$ cat config.mk
export PLATFORM = sky130hd
export DESIGN_NAME = imm_ext_pipe
export DESIGN_NICKNAME = d
export VERILOG_FILES = /design/src/rtl/imm_ext_pkg.sv /design/src/rtl/imm_ext_skid.sv /design/src/rtl/imm_ext_pipe.sv
export SDC_FILE = /design/constraint.sdc
export NUM_CORES = 1
export LEC_CHECK = 0
export CORE_ASPECT_RATIO = 0.5
export CORE_MARGIN = 2
export CORE_UTILIZATION = 39
export CTS_CLUSTER_DIAMETER = 200
export CTS_CLUSTER_SIZE = 14
export DETAILED_ROUTE_END_ITERATION = 10
export GPL_TIMING_DRIVEN = 0
export PLACE_DENSITY = 0.76
export REMOVE_ABC_BUFFERS = 1
export SYNTH_ARGS = -nofsm -noshare
export SYNTH_HDL_FRONTEND = slang
export SYNTH_HIERARCHICAL = 1
export SYNTH_SLANG_ARGS = --single-unit
$ cat constraint.sdc
create_clock -name clk -period 1.3 [get_ports clk]
set_clock_uncertainty 0.2 [all_clocks]
set_input_delay 0.325 -clock clk [delete_from_list [all_inputs] [get_ports clk]]
set_output_delay 0.325 -clock clk [all_outputs]
set_load 0.03 [all_outputs]
$ cat src/rtl/imm_ext_pkg.sv
// Shared definitions for the decode-side immediate extender: tipo encodings,
// the default-width payload, and the pure extension/shift functions.
package imm_ext_pkg;

    localparam int IMM_MAX   = 64;  // widest XLEN the helper functions support
    localparam int IMM_XLEN  = 32;
    localparam int IMM_TAG_W = 5;

    typedef enum logic [1:0] {
        IMM_T17 = 2'b00,
        IMM_T20 = 2'b01,
        IMM_T24 = 2'b10,
        IMM_T28 = 2'b11
    } imm_tipo_e;

    typedef struct packed {
        logic [IMM_XLEN-1:0]  salida;
        logic [IMM_TAG_W-1:0] tag;
        logic                 trunc;
    } imm_payload_t;

    // Keeps entrada[w-1:0] and fills everything above with the field MSB or zero.
    function automatic logic [IMM_MAX-1:0] imm_sext(input logic [IMM_MAX-1:0] entrada,
                                                    input int w, input logic zext);
        logic               sign;
        logic [IMM_MAX-1:0] ext;
        sign = 1'b0;
        for (int i = 0; i < IMM_MAX; i++) begin
            if (i == w - 1) sign = entrada[i];
        end
        for (int i = 0; i < IMM_MAX; i++) begin
            ext[i] = (i < w) ? entrada[i] : (sign & ~zext);
        end
        return ext;
    endfunction

    // Callers truncate the result to their own XLEN; the low XLEN bits are exact.
    function automatic logic [IMM_MAX-1:0] imm_extend(input logic [IMM_MAX-1:0] entrada,
                                                      input int w, input logic zext,
                                                      input logic shl2);
        logic [IMM_MAX-1:0] ext;
        ext = imm_sext(entrada, w, zext);
        return shl2 ? (ext << 2) : ext;
    endfunction

    // Flags a left-by-2 that loses significant bits at the given XLEN.
    function automatic logic imm_trunc(input logic [IMM_MAX-1:0] entrada, input int w,
                                       input int xlen, input logic zext, input logic shl2);
        logic [IMM_MAX-1:0] ext;
        logic               b1, b2, b3;
        ext = imm_sext(entrada, w, zext);
        b1  = 1'b0;
        b2  = 1'b0;
        b3  = 1'b0;
        for (int i = 0; i < IMM_MAX; i++) begin
            if (i == xlen - 1) b1 = ext[i];
            if (i == xlen - 2) b2 = ext[i];
            if (i == xlen - 3) b3 = ext[i];
        end
        if (!shl2)      return 1'b0;
        else if (zext)  return b1 | b2;
        else            return !((b1 == b2) && (b2 == b3));
    endfunction

endpackage

$ cat src/rtl/imm_ext_skid.sv
// Generic two-entry valid/ready buffer: output register plus one skid entry.
// in_ready is registered so it never depends combinationally on out_ready.
module imm_ext_skid #(
    parameter int W = 8
) (
    input  logic         clk,
    input  logic         rst_n,
    input  logic         in_valid,
    output logic         in_ready,
    input  logic [W-1:0] in_data,
    output logic         out_valid,
    input  logic         out_ready,
    output logic [W-1:0] out_data
);

    logic [W-1:0] skid_data;
    logic         in_xfer;
    logic         out_xfer;

    assign in_xfer  = in_valid & in_ready;
    assign out_xfer = out_valid & out_ready;

    // The skid entry is occupied exactly when in_ready is low.
    always_ff @(posedge clk or negedge rst_n) begin
        if (!rst_n) begin
            // NOTE: payload flops are reset as well because the output data must read 0 in reset.
            out_valid <= 1'b0;
            out_data  <= '0;
            skid_data <= '0;
            in_ready  <= 1'b1;
        end else if (out_xfer) begin
            // NOTE: non-blocking everywhere here so every flop samples pre-edge values.
            if (!in_ready) begin
                out_data <= skid_data;
                in_ready <= 1'b1;
            end else if (in_xfer) begin
                out_data <= in_data;
            end else begin
                out_valid <= 1'b0;
            end
        end else if (in_xfer) begin
            if (out_valid) begin
                skid_data <= in_data;
                in_ready  <= 1'b0;
            end else begin
                out_data  <= in_data;
                out_valid <= 1'b1;
            end
        end
    end

endmodule

$ cat src/rtl/imm_ext_pipe.sv
// Registered immediate extender between decode and execute with valid/ready and a tag.
// Define IMM_EXT_SKID_EN for a 2-deep buffer with a registered in_ready.
module imm_ext_pipe
    import imm_ext_pkg::*;
#(
    parameter int XLEN  = 32,
    parameter int IN_W  = 28,
    parameter int W0    = 17,
    parameter int W1    = 20,
    parameter int W2    = 24,
    parameter int W3    = 28,
    parameter int TAG_W = 5
) (
    input  logic             clk,
    input  logic             rst_n,
    input  logic             in_valid,
    output logic             in_ready,
    input  logic [IN_W-1:0]  in_entrada,
    input  logic [1:0]       in_tipo,
    input  logic             in_zext,
    input  logic             in_shl2,
    input  logic [TAG_W-1:0] in_tag,
    output logic             out_valid,
    input  logic             out_ready,
    output logic [XLEN-1:0]  out_salida,
    output logic [TAG_W-1:0] out_tag,
    output logic             out_trunc
);

    typedef struct packed {
        logic [XLEN-1:0]  salida;
        logic [TAG_W-1:0] tag;
        logic             trunc;
    } payload_t;

    payload_t cand;
    payload_t out_q;

    // One constant-width extender per tipo, then a 4:1 select.
    always_comb begin
        // NOTE: default the whole struct first so no path leaves a field unassigned (latch).
        cand     = '0;
        cand.tag = in_tag;
        case (imm_tipo_e'(in_tipo))
            IMM_T17: begin
                cand.salida = XLEN'(imm_extend(IMM_MAX'(in_entrada), W0, in_zext, in_shl2));
                cand.trunc  = imm_trunc(IMM_MAX'(in_entrada), W0, XLEN, in_zext, in_shl2);
            end
            IMM_T20: begin
                cand.salida = XLEN'(imm_extend(IMM_MAX'(in_entrada), W1, in_zext, in_shl2));
                cand.trunc  = imm_trunc(IMM_MAX'(in_entrada), W1, XLEN, in_zext, in_shl2);
            end
            IMM_T24: begin
                cand.salida = XLEN'(imm_extend(IMM_MAX'(in_entrada), W2, in_zext, in_shl2));
                cand.trunc  = imm_trunc(IMM_MAX'(in_entrada), W2, XLEN, in_zext, in_shl2);
            end
            IMM_T28: begin
                cand.salida = XLEN'(imm_extend(IMM_MAX'(in_entrada), W3, in_zext, in_shl2));
                cand.trunc  = imm_trunc(IMM_MAX'(in_entrada), W3, XLEN, in_zext, in_shl2);
            end
        endcase
    end

`ifdef IMM_EXT_SKID_EN
    imm_ext_skid #(
        .W($bits(payload_t))
    ) u_skid (
        .clk       (clk),
        .rst_n     (rst_n),
        .in_valid  (in_valid),
        .in_ready  (in_ready),
        .in_data   (cand),
        .out_valid (out_valid),
        .out_ready (out_ready),
        .out_data  (out_q)
    );
`else
    logic out_valid_q;

    assign in_ready  = !out_valid_q || out_ready;
    assign out_valid = out_valid_q;

    always_ff @(posedge clk or negedge rst_n) begin
        if (!rst_n) begin
            out_valid_q <= 1'b0;
            out_q       <= '0;
        end else if (in_valid && in_ready) begin
            out_valid_q <= 1'b1;
            out_q       <= cand;
        end else if (out_ready) begin
            out_valid_q <= 1'b0;
        end
    end
`endif

    assign out_salida = out_q.salida;
    assign out_tag    = out_q.tag;
    assign out_trunc  = out_q.trunc;

endmodule

==> summary.txt <==
Routing
  • Antenna-violating nets left: 0
  • Drt drc: 0
  • Vias: 1,935
  • Pre-antenna DRT Iters: 4
  • Vias/cell: 5.405
  • DRT Wirelength: 6393 um
  • 1st-iter DRT viols: 101
  • Routed len/inst: 17.86 um

Synth
  • Avg Cell Area, Syn: 10.66 um^2
  • Share of the synthesized area in the top cell type: 47.44%
  • Asr flop ratio synth: 100.0%
  • Post-synth EDFFs: 0
  • Largest cells by area after synthesis: dfrtp_1, mux2i_1, o21ai_1, o21ai_0, mux2_2
  • Largest family of logic cells by synthesized area: compound AO/OA/AOI/OAI gates
  • Synth warn: 6
  • Post-synthesis cell count: 188
  • Adder-Cell Fraction of Synth Area: 0%
  • Multiplexer share of the synthesized area: 14.92%
  • Seq/Total Area, Yosys: 47.44%
  • Synth Area in XOR/XNOR: 0%
  • Top FF cell, synth: dfrtp_1
  • Synth area leader: dfrtp_1
  • Synth Area in Compound Gates: 22.35%
  • Post-synth cell types: 43
  • Mapped Area: 0.002004 mm^2
  • Synth Register Bits: 38
  • Simple-Gate Fraction of Synth Area: 9.426%

Min path
  • Hold WC Path Type: input pin to asynchronous set/reset pin

Placement
  • DP HPWL: 3651 um
  • Gpl congestion: 0.7625
  • Placed cells: 322
  • IO Port Bufs: 80

Finish
  • Commonest non-fill, non-tap cell in the layout: buf_6
  • Most frequent cells in the layout: buf_6, dfrtp_1, clkdlybuf4s50_1
  • Sequential cell area: 950.9 um^2
  • Multi-input gate area: 0.001135 mm^2
  • Layout fillers: 350
  • Synth-to-layout area growth: 67.98%
  • Share of post-route cells with drive strength above 1: 42.36%
  • NumNets Final: 328
  • Finished Layout Cells: 358
  • Antenna Cells: 0

Timing
  • Slew HR: 44.42%
  • Final hold slack: -70.14 ps
  • Final Cycle Share: 123.5%
  • Slew Limit Fails: 0
  • Max Clk Rate: 623.0 MHz
  • Setup violators final: 77
  • Min Tclk post-route: 1605 ps
  • Final Worst Setup Slack: -305.1 ps
  • Slew at the pin with the worst max-slew slack: 833.7 ps
  • Setup repair after global routing missed its margin: yes
  • Final number of hold-violating endpoints: 38

Power
  • VDD IR max: 0.0005157 V
  • PD cells: 1213 mW/mm^2
  • Flop pwr share: 36.4%
  • Comb pwr share: 39.4%
  • Fraction of power spent switching nets: 33.77%
  • P_int: 0.002704 W
  • Psw: 0.001379 W
  • Power share of the clock group: 24.2%
  • Leakage: 1.466 nW

CTS
  • Clock Latency Late Sink: 290 ps
  • CTS sink cnt: 38
  • Number of buffers created by CTS: 5
  • Root buffer cell: clkbuf_8
  • Max clock buf depth: 2
  • CTS tree: built
  • Clk pin slew, worst setup/hold paths: 70 ps
  • H-tree Lvls: 2

Global routing
  • Total congestion overflow: 0
  • Gr usage total: 21.33%
  • Vias in the first global route: 1,849
  • Initial antenna violation count: 0
  • First-pass GRT wire length: 9342 um
  • Largest net degree at the start of global routing: 39

Setup path
  • Critical Path Start Type: flop
  • Maximum fanout along the worst path: 4
  • Crit Path Class: flop to primary output
  • Crit end category: primary output
  • Arr. time, crit path: 1080 ps
  • Req. time, crit path: 770 ps

Floorplanning
  • Die area: 0.005764 mm^2
  • Row count: 18
  • Initial Utilization: 40.64%
  • I/O pin count: 81
  • Chip height: 54.70 um
  • Die Width: 105.4 um
  • Core area: 0.004932 mm^2

Run status
  • Outcome: finished, violations left
  • Failing checks: hold timing, setup timing

Flow run
  • Total of max-cap violations: 0
## power groups by stage
stage               registers, W  clock network (W)  logic, W
finish                   0.00149           0.000990   0.00161
global placement         0.00145                  0   0.00127
floorplan                0.00180                  0  0.000301
detailed placement       0.00146                  0   0.00128
CTS                      0.00148            0.00101   0.00144
global route             0.00151            0.00106   0.00169
## registers in the layout, indices dropped and copies added (netlist names)
register,cells
out_tag,5
out_trunc,1
out_salida,31
out_valid,1
## repair_timing
action / in CTS / in global routing
setup buffers: 14 / 14
endpoints found under the hold margin: 38 / 0
cloned: 1 / 0
gates resized for setup: 322 / 41
pin swaps: 2 / 4
setup endpoints to repair: 78 / 77
## critical path, cell delays in order, from the launching register on
cell and delay (ps):
dfrtp_1 380, nor2b_4 210, inv_4 60, buf_6 140
## synthesized netlist by cell type (2+ instances only)
master,n
dfrtp_1,38
o21ai_1,21
o21ai_0,18
mux2i_1,16
a21oi_1,11
a31oi_1,10
nand2_1,9
mux2_2,8
clkbuf_1,5
buf_4,4
and2_1,3
buf_2,3
buf_6,3
mux2_1,3
a2bb2oi_1,2
a32oi_1,2
inv_1,2
inv_2,2
nand3_1,2
nor3b_1,2
o31ai_2,2
## worst paths after layout
kind,slack (ps),endpoint,depth (start not counted),startpoint
worst max-delay path,-310,in_ready,3,out_valid
worst min-delay path,-70,out_salida[16],1,rst_n
worst max register to register,-290,out_salida[25],6,out_valid
worst min register to register,330,out_salida[13],2,out_salida[13]
max in group asynchronous,450,out_salida[28],1,rst_n
min in group clk,300,out_salida[26],3,in_valid
## metal layers
metal | wire (um) | up-vias | track usage, %
li1 | - | 893 | -
met1 | 2660 | 977 | 26.06
met2 | 3383 | 56 | 39.35
met3 | 280 | 9 | 4.405
met4 | 68 | 0 | 6.667
met5 | 0 | - | 0
## final cells by class
| cell class | count | area share (%) |
|---|---|---|
| Clock buffer | 7 | 2.267 |
| Clock inverter | 1 | 0.8919 |
| Tap cell | 70 | 2.601 |
| Multi-Input combinational cell | 131 | 33.70 |
| Timing Repair Buffer | 107 | 31.70 |
| Sequential cell | 38 | 28.24 |
| Inverter | 4 | 0.5946 |
## cells by family (layout without fill, tap and decap cells)
kind of cell | count (synthesis) | after routing
compound gates | 74 | 74
flops | 38 | 38
mux | 28 | 28
simple gates | 28 | 29
buf+inv | 20 | 119
## through the flow
stage          power [W]  TNS (ps)  area [um^2]  utilization (%)  setup slack, ps
2_1_floorplan   0.002104    -20090         1902                -           -692.9
3_3_place_gp    0.002721   -101830         2790            56.57            -1635
3_5_place_dp    0.002741    -59210         2785            56.47            -1616
4_1_cts         0.003923     -8616         3133            63.52           -281.1
5_1_grt         0.004253    -11750         3367            68.26           -332.7
6_report        0.004083     -8783         3367            68.26           -305.1
(Power assumes the default switching activity.)
==> variant 1, RTL diff (config.mk and constraints unchanged) <==
Add a define of `IMM_EXT_SKID_EN`.
--- a/src/rtl/imm_ext_pipe.sv
+++ b/src/rtl/imm_ext_pipe.sv
@@ -1,5 +1,7 @@
 // Registered immediate extender between decode and execute with valid/ready and a tag.
 // Define IMM_EXT_SKID_EN for a 2-deep buffer with a registered in_ready.
+`define IMM_EXT_SKID_EN
+
 module imm_ext_pipe
     import imm_ext_pkg::*;
 #(
Function: changed (a bounded check fails within 4 cycles, from zero or initial values and one cycle with rst_n low).
==> variant 1 against the unedited design <==
  * The run ends with negative setup slack left
  * Synthesized area is 120% higher
  * Global-route usage is 5.1 points higher
  * Hold slack better by 0.24 ns
  * Core utilization is 3.6 points lower
  * Setup slack worse by 0.58 ns
  * Combinational power is 65% lower
  * Wire length grew to 3.3 times the old value
  * Sequential cell count is 40 higher
  * Cell area is 110% higher
  * Final cell count is 100% higher
  * Total power is 39% higher
  * Clock power grew to 2.7 times the old value
  * Via count grew to 2.7 times the old value
  * Largest cell class unchanged
  * Largest power group is now the clock network
  * Highest routed layer is now met5
==> variant 1: results (changes against the unedited design) <==
[synthesis]
synthXorXnorAreaFrac = 0  ; unchanged
yosys.cell_types.count = 38  ; -12%
synthTopCellsByArea = dfrtp_1 44%, mux2_2 9.5%, mux2_4 7.2%, a211oi_1 6.5%, o22ai_1 5.4%
synth_commonest_cells = 77 x dfrtp_1, 39 x a21oi_1, 39 x nor3_1, 39 x o21ai_0
synthArstFlopShare = 1.00  ; unchanged
synth_compound_area_frac = 0.245  ; +0.0220
synth_fa_ha_area_frac = 0  ; unchanged
yosysWarningCount = 6  ; unchanged
synth_mux_area_frac = 0.171  ; +0.0221
seq_area_frac_synth = 0.445  ; -0.0294
syn_avg_cell_area_sq_um = 10.3  ; -3.1%

[power_and_ir_drop]
ir_worst_vdd_mv = 0.599  ; +16%
p_leak_nw = 3.32  ; +130%

[min_path]
hp-class = in2async

[sta]
whs_ns = 0.166  ; +0.236 ns
setup_ws_ns = -0.883  ; -0.578 ns
setup-violations-final = 118  ; +53%
setup_tns_ns = -54.30  ; -45.51 ns
worstMarginPinSlew_ns = 0.702  ; -0.132 ns

[place]
place_hpwl_microns = 7170  ; +96%
placed_cell_area_sq_um = 5240  ; +88%
dp_cells = 614  ; +91%
io_buffer_count = 80  ; unchanged
post-place-ws_ns = -2.88  ; -1.26 ns
routabilityCongestion = 0.764  ; +0.25%

[route]
drt_iter0_markers = 867  ; +760%
viasPerCell = 7.12  ; +32%
wl_per_cell_microns = 29.5  ; +65%
drt_first_pass_iters = 5  ; +1

[final_layout]
layout.cells.non_filler = 724  ; +100%
final_nets = 615  ; +88%
largestRegisters = u_skid/out_data (38), u_skid/skid_data (38)
nFillCells = 632  ; +81%
drive_gt1_frac = 0.497  ; +0.0738
n_antenna_cell = 0  ; unchanged

[global_routing]
grt_max_degree = 68  ; +74%
antenna_found_initial = 1  ; +1
grt_pass1_wl_microns = 24500  ; +160%
grt_pass1_vias = 4490  ; +140%
grt_usage = 0.265  ; +0.0515

[outcome]
status = complete, but fails checks
violations = negative setup slack

[cts]
h-tree-depth = 3  ; +1
clockRootBuffer = clkbuf_16
clkLatencyLatePin_ns = 0.35  ; +0.06 ns
cts_made_buffers = 9  ; +4
clkTransAtPathRegs_ns = 0.07  ; about the same

[setup_path]
critical-path-max-stage-delay_ns = 0.60  ; +0.22 ns
cp_slowest_cell = nor3_1
rr_startpoint = u_skid/in_ready
path_max_fanout = 11  ; +7
timing.rr.end = u_skid/out_data[21]
reg2reg_depth = 6  ; unchanged
cp.arrival_ns = 2.18  ; +1.10 ns
critical_path.top_delay_family = simple AND/OR/NAND/NOR gates

[floorplan]
die_area_sq_um = 12200  ; +110%

[variant 1: changes by cell type after synthesis, sizes merged, moves of 4 or more]
cell / before / now
nor3: 1 / 39
a31oi: 10 / 1
o22ai: 0 / 38
mux2: 12 / 58
buf: 10 / 20
nand2: 9 / 13
and2: 5 / 0
o21ai: 39 / 49
mux2i: 16 / 2
dfrtp: 38 / 77
clkbuf: 6 / 23
a211oi: 2 / 38
a21oi: 12 / 41
[variant 1: where the power goes]
part	internal (W)	switching, W
sequential	0.00243	0
combinational	0.000228	0.000328
clock	0.00159	0.00112
total	0.00424	0.00145
[variant 1: worst max-delay path by stage]
stage                    startpoint                    to  cells past startpoint
detailed placement  u_skid/in_ready  u_skid/skid_data[23]                      4
CTS                 u_skid/in_ready  u_skid/skid_data[17]                      4
global placement    u_skid/in_ready  u_skid/skid_data[24]                      3
global route        u_skid/in_ready   u_skid/out_data[21]                      6
floorplan           u_skid/in_ready  u_skid/skid_data[17]                      3
finish              u_skid/in_ready   u_skid/out_data[21]                      6
[variant 1: routing by layer]
layer  up-vias  wire (microns)  global-route usage
met1      2461            7590               0.327
li1       1928               -                   -
met2       560            9140               0.430
met3       203            2990              0.0770
met5         -              14                   0
met4         2            1600               0.131
[variant 1: what timing repair did]
| action | CTS | global route |
|---|---|---|
| endpoints found under the hold margin | 77 | 0 |
| gates cloned | 7 | 12 |
| buffers inserted | 57 | 17 |
| setup endpoints to repair | 118 | 118 |
| resized for setup | 332 | 106 |
| hold buffers | 1 | 0 |
| pin swaps | 2 | 17 |
[variant 1: cell type report]
class	count	area (sq um)	share of cell area
multi-input combinational	309	2680	0.378
timing repair buffer	174	1950	0.275
clock buffer	11	253	0.0356
tap	145	181	0.0256
inverter	2	7.51	0.00106
sequential	78	1960	0.276
clock inverter	5	57.6	0.00811
==> variant 2, RTL diff (config.mk and constraints unchanged) <==
Made on the original files. Make the reset (`rst_n`) synchronous in one clocked block.
--- a/src/rtl/imm_ext_pipe.sv
+++ b/src/rtl/imm_ext_pipe.sv
@@ -80,7 +80,7 @@
     assign in_ready  = !out_valid_q || out_ready;
     assign out_valid = out_valid_q;
 
-    always_ff @(posedge clk or negedge rst_n) begin
+    always_ff @(posedge clk) begin
         if (!rst_n) begin
             out_valid_q <= 1'b0;
             out_q       <= '0;
Formal check against the unedited RTL: differs if rst_n is asserted again (counterexample within 4 cycles, from zero or initial values and one cycle with rst_n low); with rst_n held inactive, the same outputs for 10 cycles.
==> variant 2 against the unedited design <==
  * The flow finishes with violations (negative setup slack)
  * Wire length fell by 9.3%
  * Clock power rose by 4%
  * Die area fell by 6.3%
  * Combinational power fell by 42%
  * Setup slack improved by 0.19 ns
  * Cell area fell by 6.8%
  * Sequential cell count did not move
  * Total power fell by 20%
  * Via count fell by 2.8%
  * Global-route usage fell by 0.12 points
  * Synthesized area fell by 6.6%
  * Largest power group is now sequential cells
==> variant 2: results (changes against the unedited design) <==
[global_routing]
grt_pass1_vias = 1828  ; -1.1%
grt_pass1_wl_microns = 8770  ; -6.1%
grt_usage = 0.212  ; -0.00118
grt_max_degree = 40  ; +2.6%

[synthesis]
synth_commonest_cells = 39 x nand2_1, 38 x dfxtp_1, 21 x mux2i_1
syn_avg_cell_area_sq_um = 9.13  ; -14%
yosys_most_used_dff = dfxtp_1
synthTopCellsByArea = dfxtp_1 41%, mux2i_1 11%, o211a_1 8.0%, nand2_1 7.8%, a21boi_0 3.6%
yosys.cell_types.count = 41  ; -4.7%

[place]
post-place-ws_ns = -2.06  ; -0.444 ns
placed_cell_area_sq_um = 2660  ; -4.4%
dp_cells = 332  ; +3.1%
routabilityCongestion = 0.849  ; +11%

[sta]
setup-violations-final = 28  ; -64%
setup_ws_ns = -0.118  ; +0.187 ns
setup_tns_ns = -0.977  ; +7.81 ns
worstMarginPinSlew_ns = 0.702  ; -0.132 ns

[route]
drt_iter0_markers = 64  ; -37%
vias = 1881  ; -2.8%
viasPerCell = 5.33  ; -1.4%
drt_first_pass_iters = 6  ; +2
routed_wl_microns = 5800  ; -9.3%

[setup_path]
rr_startpoint = out_valid
timing.rr.end = out_salida[4]
rrSetupSlack_ns = -0.06  ; +0.23 ns

[cts]
post_cts_buffers = 6  ; -8

[outcome]
status = complete, but fails checks
violations = negative setup slack

[power_and_ir_drop]
p_leak_nw = 1.48  ; +1.2%
ir_worst_vdd_mv = 0.488  ; -5.3%

[final_layout]
drive_gt1_frac = 0.495  ; +0.0712

==> variant 2: worst max-delay path, cell delays in order, from the launching register on <==
cell and delay [ns]:
dfxtp_2 0.35, nand2b_4 0.10, buf_6 0.15
==> variant 2: stage by stage <==
step	hold WS (ns)	total power, W	util
after CTS	0.126	0.00322	0.669
final	0.128	0.00328	0.696
after global routing	0.136	0.00340	0.696
after floorplan	0.258	0.00170	-
after global placement	0.242	0.00209	0.590
after detailed placement	0.250	0.00210	0.590
==> variant 2: metal layers <==
layer / global-route usage / wire, microns
met3: 0.0436 / 239
met1: 0.267 / 2630
met2: 0.359 / 2850
met5: 0 / 0
met4: 0.0889 / 84
==> variant 2: cell type report <==
type	count	area, sq um
Timing Repair Buffer	92	977
Fill cell	343	1370
Clock inverter	1	30.0
Inverter	4	17.5
Tap cell	66	82.6
Sequential cell	38	808
Multi-Input combinational cell	146	1140
Clock buffer	6	82.6
==> variant 2: logic make-up after synthesis <==
kind of cell / Yosys count / synth area share
AOI/OAI and AO/OA: 62 / 0.269
and+or+nand+nor: 59 / 0.142
DFF: 38 / 0.406
muxes: 23 / 0.124
buffers and inverters: 23 / 0.0588
==> variant 2: worst max path at each step <==
stage,startpoint,end,cells past startpoint
6_report,out_valid,in_ready,2
5_1_grt,out_valid,in_ready,2
4_1_cts,out_valid,in_ready,2
3_5_place_dp,in_shl2,out_salida[24],5
3_3_place_gp,in_shl2,out_salida[24],5
2_1_floorplan,out_valid,out_salida[26],4
==> variant 2: report_power, final <==
group	switching (W)	total, W	internal, W	leakage (nW)
Sequential	0.0000605	0.00132	0.00126	0.327
Combinational	0.000472	0.000926	0.000454	1.10
Clock	0.000416	0.00103	0.000614	0.0573
